==> src/rtl/debug_trace_sink_pkg.sv <==
// Shared definitions for the debug trace sink: sequencer states, config index window,
// debug control port strobe position and the trace FIFO entry layout.
package debug_trace_sink_pkg;

  typedef enum logic [1:0] {
    ST_IDLE = 2'd0,
    ST_HDR  = 2'd1,
    ST_DATA = 2'd2,
    ST_GAP  = 2'd3
  } cfg_state_t;

  localparam logic [7:0] CFG_LO      = 8'd32;
  localparam logic [7:0] CFG_HI      = 8'd47;
  localparam int         DCP_STB_BIT = 31;

  typedef struct packed {
    logic        sop;
    logic [7:0]  ev;
    logic [31:0] dat;
  } trace_entry_t;

  function automatic logic idx_in_range(input logic [7:0] idx);
    return (idx >= CFG_LO) && (idx <= CFG_HI);
  endfunction

endpackage

==> src/rtl/trace_fifo.sv <==
// Show-ahead FIFO, head visible combinationally (zero when empty); push and pop take effect
// on the next edge. The caller only pushes when there is room (or a same-cycle pop frees it).
module trace_fifo #(
  parameter int WIDTH = 41,
  parameter int DEPTH = 16
) (
  input  logic                   clk,
  input  logic                   i_rst,
  input  logic                   i_push,
  input  logic [WIDTH-1:0]       i_wdat,
  input  logic                   i_pop,
  output logic [WIDTH-1:0]       o_rdat,
  output logic [$clog2(DEPTH):0] o_fill
);

  localparam int AW = $clog2(DEPTH);
  localparam logic [AW-1:0] PTR_ONE  = AW'(1);
  localparam logic [AW:0]   FILL_ONE = (AW+1)'(1);

  logic [WIDTH-1:0] r_mem [DEPTH];
  logic [AW-1:0]    r_wptr;
  logic [AW-1:0]    r_rptr;
  logic [AW:0]      r_fill;
  logic             w_empty;
  logic             w_pop;

  assign w_empty = (r_fill == '0);
  assign w_pop   = i_pop && !w_empty;

  always_ff @(posedge clk) begin
    if (i_rst) begin
      r_wptr <= '0;
      r_rptr <= '0;
      r_fill <= '0;
    end else begin
      if (i_push) r_wptr <= r_wptr + PTR_ONE;
      if (w_pop)  r_rptr <= r_rptr + PTR_ONE;
      unique case ({i_push, w_pop})
        2'b10:   r_fill <= r_fill + FILL_ONE;
        2'b01:   r_fill <= r_fill - FILL_ONE;
        default: r_fill <= r_fill;
      endcase
    end
  end

  // Storage needs no reset: nothing is visible until fill says so.
  always_ff @(posedge clk) begin
    if (i_push) r_mem[r_wptr] <= i_wdat;
  end

  assign o_rdat = w_empty ? '0 : r_mem[r_rptr];
  assign o_fill = r_fill;

endmodule

==> src/rtl/debug_trace_sink.sv <==
// Debug trace sink: 3-cycle config write sequencer toward the wrapper, plus trace beat framing
// into a show-ahead FIFO; beats arriving with no room are dropped for the rest of their packet.
module debug_trace_sink #(
  parameter int DEPTH   = 16,
  parameter int MAXBEAT = 16
) (
  input  logic        clk,
  input  logic        MRST,
  input  logic        TPE,
  input  logic [31:0] TP,
  input  logic [7:0]  EV,
  input  logic        cfg_req,
  input  logic [7:0]  cfg_idx,
  input  logic [30:0] cfg_data,
  input  logic [1:0]  cfg_sel,
  output logic        cfg_ack,
  output logic        cfg_err,
  output logic        cfg_busy,
  output logic [31:0] DCP,
  output logic [1:0]  Sel,
  output logic        rd_valid,
  input  logic        rd_ready,
  output logic [31:0] rd_data,
  output logic [7:0]  rd_ev,
  output logic        rd_sop,
  output logic [6:0]  fill,
  output logic        ovf,
  output logic [15:0] drop_cnt
);

  import debug_trace_sink_pkg::*;

  localparam int BW = $clog2(MAXBEAT + 1);
  localparam int FW = $clog2(DEPTH) + 1;
  localparam logic [BW-1:0] MAXB     = BW'(MAXBEAT);
  localparam logic [BW-1:0] BEAT_ONE = BW'(1);
  localparam logic [FW-1:0] FULL_LVL = FW'(DEPTH);

  cfg_state_t  r_state;
  cfg_state_t  w_next;
  logic [7:0]  r_idx;
  logic [30:0] r_data;
  logic [1:0]  r_sel;
  logic        r_err;
  logic        w_accept;
  logic        w_reject;
  logic [31:0] w_dcp;

  always_comb begin
    w_next   = r_state;
    w_accept = 1'b0;
    w_reject = 1'b0;
    w_dcp    = '0;
    cfg_ack  = 1'b0;
    unique case (r_state)
      ST_IDLE: begin
        if (cfg_req) begin
          if (idx_in_range(cfg_idx)) begin
            w_accept = 1'b1;
            w_next   = ST_HDR;
          end else begin
            w_reject = 1'b1;
          end
        end
      end
      ST_HDR: begin
        w_dcp[DCP_STB_BIT] = 1'b1;
        w_dcp[7:0]         = r_idx;
        w_next             = ST_DATA;
      end
      ST_DATA: begin
        w_dcp  = {1'b0, r_data};
        w_next = ST_GAP;
      end
      ST_GAP: begin
        cfg_ack = 1'b1;
        w_next  = ST_IDLE;
      end
      default: w_next = ST_IDLE;
    endcase
  end

  always_ff @(posedge clk) begin
    if (MRST) begin
      r_state <= ST_IDLE;
      r_idx   <= '0;
      r_data  <= '0;
      r_sel   <= '0;
      r_err   <= 1'b0;
    end else begin
      r_state <= w_next;
      r_err   <= w_reject;
      if (w_accept) begin
        r_idx  <= cfg_idx;
        r_data <= cfg_data;
        r_sel  <= cfg_sel;
      end
    end
  end

  assign DCP      = w_dcp;
  assign Sel      = r_sel;
  assign cfg_err  = r_err;
  assign cfg_busy = (r_state != ST_IDLE);

  logic          r_prev_tpe;
  logic [BW-1:0] r_beat_cnt;
  logic [7:0]    r_ev;
  logic          r_drop;
  logic          r_ovf;
  logic [15:0]   r_drop_cnt;
  logic          w_sop;
  logic [7:0]    w_ev;
  logic          w_dropping;
  logic          w_pop;
  logic          w_room;
  logic          w_push;
  logic          w_refuse;
  logic [FW-1:0] w_fill;
  trace_entry_t  w_wr;
  trace_entry_t  w_rd;

  assign w_sop      = !r_prev_tpe || (r_beat_cnt == MAXB);
  assign w_ev       = w_sop ? EV : r_ev;
  // A new SOP gives a previously dropped packet's successor a fresh chance.
  assign w_dropping = w_sop ? 1'b0 : r_drop;
  assign w_pop      = rd_valid && rd_ready;
  assign w_room     = (w_fill < FULL_LVL) || w_pop;
  assign w_push     = TPE && !w_dropping && w_room;
  assign w_refuse   = TPE && !w_push;
  assign w_wr       = '{sop: w_sop, ev: w_ev, dat: TP};

  always_ff @(posedge clk) begin
    if (MRST) begin
      r_prev_tpe <= 1'b0;
      r_beat_cnt <= '0;
      r_ev       <= '0;
      r_drop     <= 1'b0;
      r_ovf      <= 1'b0;
      r_drop_cnt <= '0;
    end else begin
      r_prev_tpe <= TPE;
      if (TPE) begin
        r_beat_cnt <= w_sop ? BEAT_ONE : (r_beat_cnt + BEAT_ONE);
        r_ev       <= w_ev;
        r_drop     <= w_refuse;
      end
      if (w_refuse) begin
        r_ovf <= 1'b1;
        if (r_drop_cnt != 16'hFFFF) r_drop_cnt <= r_drop_cnt + 16'd1;
      end
    end
  end

  trace_fifo #(
    .WIDTH($bits(trace_entry_t)),
    .DEPTH(DEPTH)
  ) u_fifo (
    .clk    (clk),
    .i_rst  (MRST),
    .i_push (w_push),
    .i_wdat (w_wr),
    .i_pop  (w_pop),
    .o_rdat (w_rd),
    .o_fill (w_fill)
  );

  assign rd_valid = (w_fill != '0);
  assign rd_data  = w_rd.dat;
  assign rd_ev    = w_rd.ev;
  assign rd_sop   = w_rd.sop;
  assign fill     = 7'(w_fill);
  assign ovf      = r_ovf;
  assign drop_cnt = r_drop_cnt;

endmodule

==> config.mk <==
export PLATFORM = sky130hd
export DESIGN_NAME = debug_trace_sink
export DESIGN_NICKNAME = d
export VERILOG_FILES = /design/src/rtl/debug_trace_sink_pkg.sv /design/src/rtl/trace_fifo.sv /design/src/rtl/debug_trace_sink.sv
export SDC_FILE = /design/constraint.sdc
export NUM_CORES = 1
export LEC_CHECK = 0
export CAP_MARGIN = 25
export CORE_MARGIN = 3
export CORE_UTILIZATION = 55
export DETAILED_ROUTE_END_ITERATION = 6
export PLACE_DENSITY = 0.8
export SYNTH_ARGS = -nofsm -noshare
export SYNTH_HDL_FRONTEND = slang
export SYNTH_SLANG_ARGS = --single-unit
==> constraint.sdc <==
create_clock -name clk -period 5.5 [get_ports clk]
set_input_delay 0.55 -clock clk [delete_from_list [all_inputs] [get_ports clk]]
set_output_delay 0.55 -clock clk [all_outputs]
set_load 0.03 [all_outputs]
# After elaboration in Yosys (flattened, before gate mapping)
# Memory sizes are Yosys's and may differ from the RTL's. A register that Yosys moved wholly into a read port is not among the register bits.
# Index checks and enable logic that the tools add are counted.
op_classes:
  n_mux: 20
  n_div: 0
  n_addsub: 6
  n_reduce_logical: 20
  n_shift: 0
  order_cmp: 3
  bitwise_logic: 2
  n_mul: 0
  n_eq_ne: 9
ops:
  columns: ["cell", "n"]
  rows:
  - ["$mux W41", 1]
  - ["$mux W23", 1]
  - ["$add A16 B1 Y16 const B", 1]
  - ["$ne A16 B16 Y1 const B", 1]
  - ["$pmux W8 S2", 1]
  - ["$add A5 B1 Y5 const B", 2]
  - ["$pmux W5 S2", 1]
  - ["$mux W1", 9]
  - ["$add A4 B1 Y4 const B", 2]
  - ["$ge A8 B6 Y1 const B", 1]
  - ["$le A8 B6 Y1 const B", 1]
  - ["$mux W4", 2]
  - ["$mux W8", 1]
  - ["$pmux W2 S4", 1]
  - ["$eq A2 B2 Y1 const B", 3]
  - ["$logic_and A1 B1 Y1", 6]
  - ["$eq A5 B5 Y1 const B", 1]
  - ["$logic_not A5 Y1", 1]
  - ["$lt A5 B5 Y1 const B", 1]
  - ["$mux W5", 1]
  - ["$reduce_bool A5 Y1", 1]
  - ["$sub A5 B1 Y5 const B", 1]
  - ["$eq A2 B1 Y1 const B", 2]
  - ["$logic_not A1 Y1", 4]
  - ["8 further kinds", 14]
word_totals:
  regBits: 89
  latch_bits: 0
  mem_count: 1
  mem_bits_ro: 0
  ramBits: 656
memory_table:
  columns: ["name", "depth", "word_bits", "rd", "rd_clocked_by_memory_dff", "wr", "line", "rtl"]
  rows:
  - ["u_fifo.r_mem", 16, 41, 1, 1, 1, "trace_fifo.sv:20", "logic [WIDTH-1:0] r_mem [DEPTH];"]

# Depth between registers and ports, before layout
# Gate-level depths: netlist of the first run.
logic_depth:
  word_depth: 9
  ltp_mapped: 14

# Modules after synthesis
# Synthesis of the first run repeated with hierarchy kept, for this count alone.
unflattened:
  hier_cells: 1566
  area_unflattened_um2: 29430.7
by_module_without_submodules:
  columns: ["mod", "cells_per_inst", "area_per_inst_um2", "seq_area_each_um2", "n_inst"]
  rows:
  - ["trace_fifo", 1116, 25877.3, 20039.2, 1]
  - ["debug_trace_sink", 450, 3553.4, 1521.5, 1]

# Worst setup path before layout of the first run
# Ideal clock, no wire load.
synth_timing:
  kind: "reg2reg"
  start: "register u_fifo.r_fill[1] (netlist: u_fifo.o_fill[1])"
  end: "register u_fifo.r_fill[4] (netlist: u_fifo.o_fill[4])"
  setup_ns: 0.128
  path_buffers: 2
  synth_period_minus_slack_ns: 3.021
  stages_incl_launch_ff: 15
  t_arrival_ns: 2.893
  setup_slack_ns: 2.479
  cell_sequence: "dfxtp_1 or2_1 or4_1 buf_4 nand2_1 inv_1 ha_1 clkbuf_1 xor2_1 ha_1 a211o_1 a21oi_1 o21bai_1 xor2_1 nor2_1"
synth_between:
  elab_chain_len: 6
synth_lines:
  columns: ["item", "line", "rtl"]
  rows:
  - ["from (decl)", "trace_fifo.sv:23", "logic [AW:0] r_fill;"]
  - ["from (signal assigned)", "trace_fifo.sv:39", "2'b10: r_fill <= r_fill + FILL_ONE;"]
  - ["from (signal assigned)", "trace_fifo.sv:40", "2'b01: r_fill <= r_fill - FILL_ONE;"]
  - ["from (signal assigned)", "trace_fifo.sv:41", "default: r_fill <= r_fill;"]
  - ["$reduce_bool A5 Y1 (*)", "debug_trace_sink.sv:168", "assign rd_valid = (w_fill != '0);"]
  - ["via rd_valid", "debug_trace_sink.sv:21", "output logic rd_valid,"]
  - ["$logic_and A1 B1 Y1 (*)", "debug_trace_sink.sv:127", "assign w_pop = rd_valid && rd_ready;"]
  - ["$logic_or A1 B1 Y1", "debug_trace_sink.sv:128", "assign w_room = (w_fill < FULL_LVL) || w_pop;"]
  - ["$logic_and A1 B1 Y1", "debug_trace_sink.sv:129", "assign w_push = TPE && !w_dropping && w_room;"]
  - ["$eq A2 B1 Y1 / $eq A2 B2 Y1 (equally long branches)", "trace_fifo.sv:38", "unique case ({i_push, w_pop})"]
  - ["$pmux W5 S2 / $reduce_bool A2 Y1 (equally long branches)", null, null]
# Mark *: on every way through the listed nets, which the timed path passes. The rest lies on a longest branch.
# A chain may end at the register's enable or synchronous reset.

# Final worst setup path of the first run
layout_timing:
  start: "register u_fifo.r_fill[1] (netlist: u_fifo.o_fill[1])"
  end: "output port rd_sop"
layout_between:
  elab_chain_len: 2
layout_lines:
  columns: ["item", "line", "rtl"]
  rows:
  - ["$logic_not A5 Y1", "trace_fifo.sv:27", "assign w_empty = (r_fill == '0);"]
  - ["$mux W41", "trace_fifo.sv:51", "assign o_rdat = w_empty ? '0 : r_mem[r_rptr];"]
  - ["to (decl)", "debug_trace_sink.sv:25", "output logic rd_sop,"]
# Every way passes these cells.

==> results of run 1 <==
## state kept, by name, indices dropped and copies added (netlist names), 2 cells and up, named ones only
name           count
r_data            31
drop_cnt          16
u_fifo.r_mem     656
r_beat_cnt         5
r_state            2
u_fifo.r_rptr      4
u_fifo.r_wptr      4
Sel                2
r_ev               8
u_fifo.o_fill      5
r_idx              8
## cells in the mapped netlist (2+ instances only)
master / number / area share [%]
o22ai_1: 42 / 0.90
nand2_1: 107 / 1.4
nor4_1: 5 / 0.11
buf_1: 5 / 0.064
mux2_2: 9 / 0.35
xor2_1: 12 / 0.36
nor2b_1: 11 / 0.24
nand4_1: 9 / 0.19
edfxtp_1: 656 / 68
buf_6: 6 / 0.23
a22oi_1: 10 / 0.26
inv_1: 11 / 0.14
nor2_1: 32 / 0.41
clkbuf_1: 41 / 0.53
nand3_1: 10 / 0.17
o211ai_1: 2 / 0.051
and2_1: 39 / 0.84
nor3_2: 2 / 0.069
buf_4: 5 / 0.13
mux4_2: 164 / 13
a211o_1: 2 / 0.060
nor3_1: 10 / 0.17
xnor2_1: 11 / 0.33
and3_1: 6 / 0.13
a211oi_1: 2 / 0.051
ha_1: 17 / 0.73
nor3b_1: 6 / 0.15
o21ai_0: 2 / 0.034
and4_1: 2 / 0.060
mux2i_1: 85 / 2.9
a21oi_1: 56 / 0.96
a31oi_1: 3 / 0.064
dfxtp_1: 93 / 6.4
buf_2: 29 / 0.50
## metrics by stage
step	hold slack, ns	std cells
after floorplan	0.432	1527
after global placement	0.436	2336
after CTS	0.455	2472
after global routing	0.471	2474
final	0.452	2474
after detailed placement	0.445	2337
## report_power, final
part / internal (mW) / total, mW / switching (mW)
logic: 1.64 / 3.69 / 2.05
registers: 6.36 / 6.50 / 0.141
clock network: 3.04 / 5.14 / 2.10
## final timing paths
| path | from | endpoint | slack [ns] | cells past startpoint |
|---|---|---|---|---|
| setup / recovery | u_fifo.o_fill[1] | rd_sop | 1.23 | 6 |
| hold reg to reg | r_data[9] | r_data[9] | 0.45 | 2 |
| hold / removal | r_data[9] | r_data[9] | 0.45 | 2 |
| setup reg to reg | r_beat_cnt[0] | u_fifo.r_mem[10][17] | 2.23 | 8 |
## critical path, delay by kind of cell, from the launching register on
kind	cells	cell delay (ns)
AND/OR/NAND/NOR	3	1.33
buffers and inverters	2	1.13
flip-flops	1	0.39
AO/OA/AOI/OAI	1	0.26
## metal layers
metal / track usage, % / share of wire, % / routed length (um)
met1: 30.6 / 40 / 25000
met2: 37.1 / 50 / 31400
met4: 9.11 / 3.5 / 2220
met5: 0 / 0.019 / 12
met3: 4.28 / 6.7 / 4180
## final cells by class
| cell class | instances | area, um2 | share of cell area, % |
|---|---|---|---|
| well taps | 680 | 851 | 2.48 |
| inverters | 12 | 47.5 | 0.139 |
| clock inverters | 41 | 497 | 1.45 |
| repair buffers | 218 | 2170 | 6.32 |
| flip-flops and latches | 749 | 21600 | 62.9 |
| clock buffers | 94 | 1980 | 5.77 |
| multi-input cells | 680 | 7170 | 20.9 |
## cells by family (layout without fill, tap and decap cells)
kind of cell | Yosys count | after routing | share of synthesized area [%]
AO/OA/AOI/OAI | 126 | 126 | 2.68
XOR/XNOR | 23 | 23 | 0.690
AND/OR/NAND/NOR | 253 | 253 | 4.43
adder cells (fa/ha/maj) | 17 | 17 | 0.729
buffers and inverters | 98 | 365 | 1.61
other | 1 | 2 | 0.0129
multiplexers | 259 | 259 | 16.0
flip-flops | 749 | 749 | 73.9
## layout by cell type (no fill, tap or decap), types with 11 or more instances in the layout
master / netlist / final
clkdlybuf4s50_1: 0 / 185
nor2_1: 32 / 32
inv_1: 11 / 11
clkbuf_16: 0 / 76
a21oi_1: 56 / 56
mux2i_1: 85 / 85
nor2b_1: 11 / 11
buf_4: 5 / 27
nand2_1: 107 / 107
ha_1: 17 / 17
edfxtp_1: 656 / 656
and2_2: 0 / 16
mux4_2: 164 / 164
clkinv_1: 0 / 11
clkbuf_1: 41 / 17
xnor2_1: 11 / 11
xor2_1: 12 / 12
and2_1: 39 / 23
o22ai_1: 42 / 42
dfxtp_1: 93 / 90
==> results.py, run 1 <==
metrics = {
    "outcome": {
        "status": "complete, no violations",
    },
    "setup_path": {
        "crit_arrival_ns": 3.72,
        "cp_slowest_cell": "clkdlybuf4s50_1",
        "crit_chain": "or2_1 -> or4_1 -> nand2b_2 -> buf_4 -> o22ai_1 -> clkdlybuf4s50_1",
        "path_max_fanout": 27,
        "cp-end-kind": "output port",
        "slowest_delay_ns": 0.67,
        "crit_type": "reg2out",
        "critPathLaunchType": "flip-flop",
        "crit_required_ns": 4.95,
    },
    "flow_run": {
        "drv_cap": 0,
    },
    "yosys": {
        "synth.avg_cell_area_um2": 19.1,
        "ys_async_sr_fraction_pct": 0,
        "synth_cell_types": 58,
        "synth_area_um2": 29200,
        "ys_ff_latch": 749,
        "synth_flop_cell": "edfxtp_1",
        "synthCells": 1526,
        "synth_edf_count": 656,
        "ys_seq_area_share_pct": 73.9,
        "ys_warn_count": 0,
    },
    "pwr": {
        "peakVddDrop_mv": 0.234,
        "p_total_mw": 15.3,
        "powerDensity_nw_per_um2": 447,
        "leakagePower_nw": 10.6,
    },
    "placed_design": {
        "placed_cell_area_um2": 31800,
        "gp_congestion": 0.770,
        "dp_slack_ns": 1.67,
        "hpwl_um": 35400,
        "portBuffers": 186,
    },
    "global_routing": {
        "grt_first_pass_wirelength_um": 96500,
        "grt_max_degree": 67,
        "first_global_vias": 15694,
        "grtUsageTotal_pct": 22.7,
        "antenna_found_initial": 1,
        "grt_overflow_total": 0,
    },
    "route": {
        "first_pass_iters": 5,
        "wl_per_cell_um": 25.4,
        "drtIter0Drc": 1269,
        "post-route-drc-count": 0,
        "totalWireLength_um": 62700,
        "ant_nets": 0,
        "via_per_inst": 6.08,
        "dr_total_vias": 15046,
    },
    "floorplan": {
        "row_count": 83,
        "die_h_um": 236,
        "ios": 189,
        "coreArea_um2": 51900,
        "start_util_pct": 56.2,
        "dieArea_um2": 55900,
        "dieWidth_um": 236,
    },
    "cts": {
        "cts.hold.buffers_added": 0,
        "cts.sinks": 749,
        "postCtsSetupRepairBufs": 0,
        "cts_made_buffers": 75,
        "htree_levels": 3,
        "clock_latency_ns": 0.61,
        "clkTransAtPathRegs_ns": 0.06,
        "cts_tree": "built",
        "root_buffer": "clkbuf_16",
        "cts_resized": 0,
        "clockBufferDepth": 3,
    },
    "sta": {
        "worst_slack_ns": 1.23,
        "layout_min_cycle_time_ns": 4.27,
        "fin_crit_sh_pct": 77.6,
        "setup_viol": 0,
        "rsz0062_at_grt": "false",
        "slew_headroom_pct": 29.3,
        "skew_ns": 0.0194,
        "finalHoldViolations": 0,
        "final.setup.tns_ns": 0,
        "tightest_slew_ns": 1.06,
        "max_freq_mhz": 234,
        "drv_slew": 0,
    },
    "worst_hold_path": {
        "min_path_type": "reg2reg",
    },
    "final_layout": {
        "design_area_um2": 34300,
        "utilization_pct": 66.0,
        "fillers": 3359,
        "num_antenna_cells": 0,
        "drive_above_1_share_pct": 19.2,
        "area_growth_pct": 17.5,
        "nNetsFinal": 1839,
    },
}
Note: power is estimated with default switching activity, not from simulation.
==> run 2, diff against run 1 <==
==> constraint.sdc (replaced) <==
create_clock -name clk -period 4.33 [get_ports clk]
set_input_delay 0.433 -clock clk [delete_from_list [all_inputs] [get_ports clk]]
set_output_delay 0.433 -clock clk [all_outputs]
set_load 0.03 [all_outputs]
==> results.py, run 2 (synthesis results as in run 1) <==
metrics = {
    "global_routing": {
        "grt_max_degree": 65,
        "grt_first_pass_wirelength_um": 96900,
        "grtUsageTotal_pct": 22.9,
        "first_global_vias": 16004,
        "grt_overflow_total": 0,
        "antenna_found_initial": 5,
    },
    "route": {
        "ant_nets": 0,
        "wl_per_cell_um": 25.6,
        "drtIter0Drc": 1407,
        "totalWireLength_um": 63400,
        "dr_total_vias": 15025,
        "via_per_inst": 6.07,
        "post-route-drc-count": 0,
        "first_pass_iters": 5,
    },
    "floorplan": {
        "start_util_pct": 56.2,
        "dieWidth_um": 236,
        "coreArea_um2": 51900,
        "die_h_um": 236,
        "dieArea_um2": 55900,
        "row_count": 83,
        "ios": 189,
    },
    "sta": {
        "finalHoldViolations": 0,
        "max_freq_mhz": 249,
        "slew_headroom_pct": 32.9,
        "rsz0062_at_grt": "false",
        "skew_ns": 0.0242,
        "final.setup.tns_ns": 0,
        "drv_slew": 0,
        "tightest_slew_ns": 1.01,
        "whs_ns": 0.379,
        "setup_viol": 0,
        "layout_min_cycle_time_ns": 4.02,
        "fin_crit_sh_pct": 92.8,
    },
    "cts": {
        "clockBufferDepth": 3,
        "cts_made_buffers": 74,
        "root_buffer": "clkbuf_16",
        "postCtsSetupRepairBufs": 0,
        "cts.sinks": 749,
        "clkTransAtPathRegs_ns": 0.06,
        "clock_latency_ns": 0.61,
        "cts.hold.buffers_added": 0,
        "cts_tree": "built",
        "cts_resized": 0,
        "htree_levels": 3,
    },
    "flow_run": {
        "drv_cap": 0,
    },
    "pwr": {
        "powerDensity_nw_per_um2": 557,
        "leakagePower_nw": 10.6,
        "peakVddDrop_mv": 0.342,
    },
    "final_layout": {
        "fin_cells": 2474,
        "drive_above_1_share_pct": 19.3,
        "largest_register_ffs": 656,
        "layout_common_cells": "edfxtp_1 (656), clkdlybuf4s50_1 (185), mux4_2 (164)",
        "nNetsFinal": 1847,
        "utilization_pct": 65.9,
        "num_antenna_cells": 0,
        "regMostFlops": "u_fifo.r_mem",
        "mostFrequentLayoutCell": "edfxtp_1",
        "area_growth_pct": 17.3,
    },
    "outcome": {
        "status": "complete, no violations",
    },
    "placed_design": {
        "dp.cells": 2348,
        "hpwl_um": 35600,
        "portBuffers": 186,
        "gp_congestion": 0.767,
    },
    "setup_path": {
        "path_max_fanout": 21,
        "critPathLaunchType": "flip-flop",
        "crit_required_ns": 3.90,
        "cp-end-kind": "output port",
        "crit_type": "reg2out",
        "crit_arrival_ns": 3.59,
    },
    "worst_hold_path": {
        "min_path_type": "in2reg",
    },
}
## run 2: cell types whose count changed in the layout (fill, tap and decap cells not counted)
cell / delta
bufinv_16: -7
clkbuf_1: -6
buf_12: +5
buf_4: +5
clkbuf_8: +5
clkinv_1: +4
clkinvlp_4: -3
inv_6: -3
buf_16: -1
clkbuf_16: +1
clkinv_2: -1
clkinv_8: +1
## run 2: worst max-delay path, stage by stage (launching register included)
cell             delay, ns
dfxtp_1               0.38
or2_1                 0.27
or4_1                 0.58
nand2b_2              0.53
buf_4                 0.44
o22ai_1               0.14
clkdlybuf4s50_1       0.63
## run 2: layer usage
metal	GRT usage (%)	part of all wire, %
met5	0	0.13
met4	9.29	3.8
met1	29.8	39
met2	37.7	51
met3	5.34	6.5
## run 2: power by group
group	switching, mW	leakage [nW]	internal [mW]
registers	0.143	6.69	8.07
clock network	2.61	1.13	3.53
logic	2.63	2.81	2.10
total	5.38	10.6	13.7
## run 2: path summary, 6_finish.rpt
check / slack, ns / from / depth (start not counted) / to
worst max-delay path: 0.31 / u_fifo.o_fill[1] / 6 / rd_data[17]
worst min-delay path: 0.38 / cfg_data[18] / 3 / r_data[18]
worst max register to register: 1.13 / u_fifo.o_fill[1] / 11 / u_fifo.o_fill[4]
worst min register to register: 0.45 / r_data[11] / 2 / r_data[11]
## run 2: cell type report
class | instances | area, um2
well taps | 680 | 851
flip-flops and latches | 749 | 21600
clock inverters | 32 | 264
repair buffers | 227 | 2280
clock buffers | 94 | 2050
fillers | 3292 | 17700
inverters | 12 | 47.5
multi-input cells | 680 | 7170
## run 2: metrics by stage
stage | instance area (um2) | total power [mW] | setup WS, ns
global route | 34200 | 19.8 | 0.160
finish | 34200 | 19.1 | 0.311
floorplan | 29200 | 11.6 | 1.31
detailed placement | 31900 | 13.1 | 0.755
CTS | 34200 | 19.3 | 0.246
global placement | 31900 | 13.0 | 0.886
